--- src/rtl/seg_display_arbiter.sv ---
// Round-robin owner selection for the shared 8-digit hex display, with a minimum
// dwell per owner and optional urgent preemption by requester 0.
module seg_display_arbiter #(
   parameter int                  NREQ       = 4,
   parameter int                  DWELL_W    = 24,
   parameter logic [DWELL_W-1:0]  DWELL      = 24'd12000000,
   parameter logic [31:0]         IDLE_VALUE = 32'h00000000,
   parameter bit                  URGENT0    = 1'b1
) (
   input  logic                 clk,
   input  logic                 rst,
   input  logic [NREQ-1:0]      req,
   input  logic [32*NREQ-1:0]   req_data,
   output logic [31:0]          disp_data,
   output logic [NREQ-1:0]      grant,
   output logic                 busy
);

   // state | meaning
   // IDLE  | no owner, IDLE_VALUE shown
   // OWN   | owner requesting, display tracks its word
   // HOLD  | owner dropped req before dwell expiry, display frozen
   typedef enum logic [1:0] {IDLE, OWN, HOLD} state_t;

   localparam int             IW  = $clog2(NREQ);
   localparam logic [NREQ-1:0] ONE = NREQ'(1);

   state_t               state, n_state;
   logic [NREQ-1:0]      n_grant;
   logic [31:0]          n_disp;
   logic [DWELL_W-1:0]   dwell_cnt, n_cnt;
   // rr_last doubles as the owner index whenever grant is non-zero
   logic [IW-1:0]        rr_last, n_rr;
   logic [31:0]          words [NREQ];
   logic                 pick_valid;
   logic [IW-1:0]        pick, scan;
   logic [IW:0]          scan_sum;

   always_comb begin
      for (int i = 0; i < NREQ; i++) words[i] = req_data[32*i +: 32];
   end

   // Scan from the farthest offset down so the nearest requester after rr_last wins.
   always_comb begin
      pick_valid = 1'b0;
      pick       = rr_last;
      scan_sum   = '0;
      scan       = '0;
      for (int off = NREQ; off >= 1; off--) begin
         scan_sum = {1'b0, rr_last} + (IW+1)'(off);
         if (scan_sum >= (IW+1)'(NREQ)) scan_sum = scan_sum - (IW+1)'(NREQ);
         scan = scan_sum[IW-1:0];
         if (req[scan]) begin
            pick_valid = 1'b1;
            pick       = scan;
         end
      end
   end

   always_comb begin
      n_state = state;
      n_grant = grant;
      n_disp  = disp_data;
      n_cnt   = (dwell_cnt != '0) ? dwell_cnt - 1'b1 : '0;
      n_rr    = rr_last;
      case (state)
         IDLE: begin
            n_disp = IDLE_VALUE;
            if (pick_valid) begin
               n_state = OWN;
               n_grant = ONE << pick;
               n_disp  = words[pick];
               n_cnt   = DWELL - 1'b1;
               n_rr    = pick;
            end
         end
         OWN, HOLD: begin
            if (dwell_cnt == '0) begin
               if (!pick_valid) begin
                  n_state = IDLE;
                  n_grant = '0;
                  n_disp  = IDLE_VALUE;
               end else if (pick == rr_last) begin
                  // sole requester keeps the display with the dwell parked at zero
                  n_state = OWN;
                  n_disp  = words[rr_last];
               end else begin
                  n_state = OWN;
                  n_grant = ONE << pick;
                  n_disp  = words[pick];
                  n_cnt   = DWELL - 1'b1;
                  n_rr    = pick;
               end
            end else if (state == OWN) begin
               if (!req[rr_last]) n_state = HOLD;
               else               n_disp  = words[rr_last];
            end else if (req[rr_last]) begin
               n_state = OWN;
            end
         end
         default: begin
            n_state = IDLE;
            n_grant = '0;
            n_disp  = IDLE_VALUE;
            n_cnt   = '0;
         end
      endcase
      if (URGENT0 && req[0] && !grant[0]) begin
         n_state = OWN;
         n_grant = ONE;
         n_disp  = words[0];
         n_cnt   = DWELL - 1'b1;
         n_rr    = '0;
      end
   end

   always_ff @(posedge clk) begin
      if (rst) begin
         state     <= IDLE;
         grant     <= '0;
         busy      <= 1'b0;
         disp_data <= IDLE_VALUE;
         dwell_cnt <= '0;
         rr_last   <= IW'(NREQ-1);
      end else begin
         state     <= n_state;
         grant     <= n_grant;
         busy      <= |n_grant;
         disp_data <= n_disp;
         dwell_cnt <= n_cnt;
         rr_last   <= n_rr;
      end
   end

endmodule

--- config.mk ---
export PLATFORM = sky130hd
export DESIGN_NAME = seg_display_arbiter
export DESIGN_NICKNAME = d
export VERILOG_FILES = /design/src/rtl/seg_display_arbiter.sv
export SDC_FILE = /design/constraint.sdc
export NUM_CORES = 1
export LEC_CHECK = 0
export BUFFER_PORTS_ARGS = -buffer_cell sky130_fd_sc_hd__buf_2
export CORE_AREA = 2 2 94 164
export DETAILED_ROUTE_END_ITERATION = 6
export DIE_AREA = 0 0 96 166
export PLACE_DENSITY_LB_ADDON = 0.12
export SYNTH_ARGS = -nofsm -noshare
export SYNTH_HDL_FRONTEND = slang
export SYNTH_SLANG_ARGS = --single-unit
--- constraint.sdc ---
create_clock -name clk -period 3 [get_ports clk]
set_input_delay 0.15 -clock clk [delete_from_list [all_inputs] [get_ports clk]]
set_output_delay 0.15 -clock clk [all_outputs]
set_load 0.01 [all_outputs]
==> results.sh <==
export IMPL_pwr_share_seq_pct=25.0
export IMPL_row_count=59
export IMPL_fin_ws_ps=193
export IMPL_slew_headroom_pct=56.5
export IMPL_dr_total_vias=4681
export IMPL_critPathBufInv=0
export IMPL_max_freq_mhz=356
export IMPL_syn2layout_area_growth_pct=30.3
export IMPL_finalCritPeriodShare_pct=93.6
export IMPL_viasPerCell=5.58
export IMPL_cts_buffers=9
export IMPL_pwr_share_comb_pct=54.3
export IMPL_htreeDepth=3
export IMPL_min_path_type="in -> reg"
export IMPL_initialDrtViolationCount=135
export IMPL_grt_max_degree=34
export IMPL_holdWs_ps=155
export IMPL_path_max_fanout=4
export IMPL_core_mm2=0.0147
export IMPL_avgSynthCellArea_um2=10.2
export IMPL_finalHoldViolations=0
export IMPL_cp_top_family="simple AND/OR/NAND/NOR gates"
export IMPL_total_power_mw=5.87
export IMPL_die_w_um=96
export IMPL_cellLeakagePower_nw=3.02
export IMPL_fin_util_pct=44.3
export IMPL_worstSetupPathType="reg -> reg"
export IMPL_post_cts_resized=0
export IMPL_routedWlPerCell_um=18.3
export IMPL_cts_root_buffer="clkbuf_16"
export IMPL_finalSetupViolCount=0
export IMPL_tightest_slew_ps=650
export IMPL_synth_cell_types=50
export IMPL_start_util_pct=34.0
export IMPL_status="finished clean"
export IMPL_crit_chain="or4_1 -> or4_4 -> o41ai_4 -> o21ai_1 -> or3b_2 -> a211oi_1"
export IMPL_rsz0062_at_grt="false"
export IMPL_post_place_ws_ps=46.0
export IMPL_drive_gt1_share_pct=40.3
export IMPL_overflow=0
export IMPL_cts_tree="yes"
export IMPL_crit_arrival_ps=3040
export IMPL_placed_area_mm2=0.00616
export IMPL_yosysSeqAreaShare_pct=26.0
export IMPL_syn_inst=489
export IMPL_switching_power_mw=2.29
export IMPL_peakVddDrop_mv=0.355
export IMPL_hold_buffers=0
export IMPL_p_per_area_mw_per_mm2=901
export IMPL_intPower_mw=3.57
export IMPL_fin_skew_ps=8.00
export IMPL_synth_top_flop_cell="dfxtp_1"
export IMPL_ant_nets=0
export IMPL_synth_edf_count=0
export IMPL_max_stage_delay_ps=580
export IMPL_grt_pass1_wl_um=24400
export IMPL_drc_errors=0
export IMPL_startpoint_type="register"
export IMPL_antenna_found_initial=1
export IMPL_ios=171
export IMPL_synth_seq_cells=65
export IMPL_synth_nets=627
export IMPL_die_area_mm2=0.0159
export IMPL_cap_violations=0
export IMPL_final_cells=839
export IMPL_placed_cells=822
export IMPL_synth_top_area_share_pct=26.0
export IMPL_clockBufferDepth=2
export IMPL_cts_num_sinks=65
export IMPL_fin_area_mm2=0.00651
export IMPL_grt_use_total_pct=19.5
export IMPL_yosys_top_cells_area="dfxtp_1 (26%), mux2i_1 (20%), mux4_2 (14%)"
export IMPL_grt_pass1_vias=4959
export IMPL_yosysWarnings=0
export IMPL_period_minus_slack_ps=2810
export IMPL_fillers=1414
export IMPL_finalWirelength_um=15300
export IMPL_cts_setup_buffers=0
export IMPL_io_buffers=170
export IMPL_fp_dieH_um=166
export IMPL_dr_pass1_iters=4
export IMPL_fin_setup_tns_ps=0
export IMPL_clkPwrFrac_pct=20.7
export IMPL_required_ps=3240
export IMPL_hpwl_um=11500
export IMPL_endpoint_kind="register"
export IMPL_clk_latency_ps=330
export IMPL_drv_slew=0
export IMPL_p_sw_share_pct=39.1
export IMPL_crit_slowest_cell="or4_1"
export IMPL_yosysTopAreaCell="dfxtp_1"
export IMPL_nets=788
export IMPL_clkSlewWorstSetupHoldPaths_ps=60
export IMPL_syn_area_mm2=0.00500
export IMPL_async_reset_ff_share_pct=0
export IMPL_place_congestion=0.810
[cells by family after synthesis]
group	after synthesis	share of synthesized area, %
AO/OA/AOI/OAI	129	20.4
XOR/XNOR	21	3.68
adder cells (fa/ha/maj)	4	1.00
buffers and inverters	52	4.53
flip-flops	65	26.0
multiplexers	135	35.1
AND/OR/NAND/NOR	83	9.28
[cell usage in the layout (no fill, tap or decap), types with 7 or more instances in the layout]
| cell | n |
|---|---|
| nor2_1 | 24 |
| a22o_1 | 32 |
| dfxtp_1 | 63 |
| o21ai_0 | 27 |
| clkbuf_16 | 9 |
| inv_1 | 9 |
| buf_4 | 17 |
| xnor2_1 | 15 |
| a221o_1 | 32 |
| a21oi_1 | 15 |
| nor3_1 | 7 |
| nand2_1 | 11 |
| mux2i_1 | 101 |
| buf_2 | 170 |
| mux4_2 | 32 |
[path summary, 6_finish.rpt]
path / from / end / slack, ps / depth (start not counted)
worst min register to register: grant[3]$_SDFF_PP0_ / grant[3]$_SDFF_PP0_ / 470 / 2
worst min-delay path: rst / state[0]$_SDFFE_PP0P_ / 150 / 2
worst max register to register: dwell_cnt[13]$_SDFF_PP0_ / state[1]$_SDFFE_PP0P_ / 190 / 6
worst max-delay path: dwell_cnt[13]$_SDFF_PP0_ / state[1]$_SDFFE_PP0P_ / 190 / 6
[synthesized netlist by cell type (3+ instances only)]
library cell,instances
nand2b_1,3
or4_1,7
nor4_1,6
a22oi_1,3
a21oi_1,16
a221o_1,33
mux2i_1,101
or3_1,3
o21ai_0,27
buf_6,3
xnor2_1,15
ha_1,4
nand2_1,12
mux4_2,32
nor2b_1,5
inv_1,9
buf_2,4
clkbuf_1,33
nor2_1,25
or2_2,3
dfxtp_1,65
a22o_1,32
a21o_1,3
xor2_1,6
nor3_1,8
[cell type report]
class / count / area [um2] / area share (%)
antenna: 1 / 2.50 / 0.0384
clock buffer: 9 / 225 / 3.46
clock inverter: 7 / 119 / 1.83
inverter: 9 / 33.8 / 0.519
multi-input combinational: 372 / 3500 / 53.8
sequential: 65 / 1300 / 20.0
tap: 183 / 229 / 3.52
timing repair buffer: 193 / 1100 / 16.9
[sequential cells by signal, indices dropped and copies added, names as in the netlist]
name	count
grant	4
state	2
busy	1
dwell_cnt	24
rr_last	2
disp_data	32
[power groups by stage]
| stage | registers [mW] | clock network (mW) | logic (mW) |
|---|---|---|---|
| after floorplan | 1.51 | 0 | 2.19 |
| after global placement | 1.48 | 0 | 3.16 |
| after detailed placement | 1.48 | 0 | 3.21 |
| after CTS | 1.47 | 1.24 | 3.22 |
| after global routing | 1.51 | 1.26 | 3.48 |
| final | 1.47 | 1.21 | 3.18 |
[routing by layer]
metal / part of all wire [%] / wire length (um) / up-vias / global-route usage (%)
met5: 0 / 0 / - / 0
met4: 2.7 / 408 / 0 / 7.64
met3: 4.7 / 718 / 21 / 3.22
met2: 55 / 8460 / 139 / 35.9
met1: 37 / 5730 / 2260 / 21.3
li1: - / - / 2261 / -
Note: power is estimated with default switching activity, not from simulation.
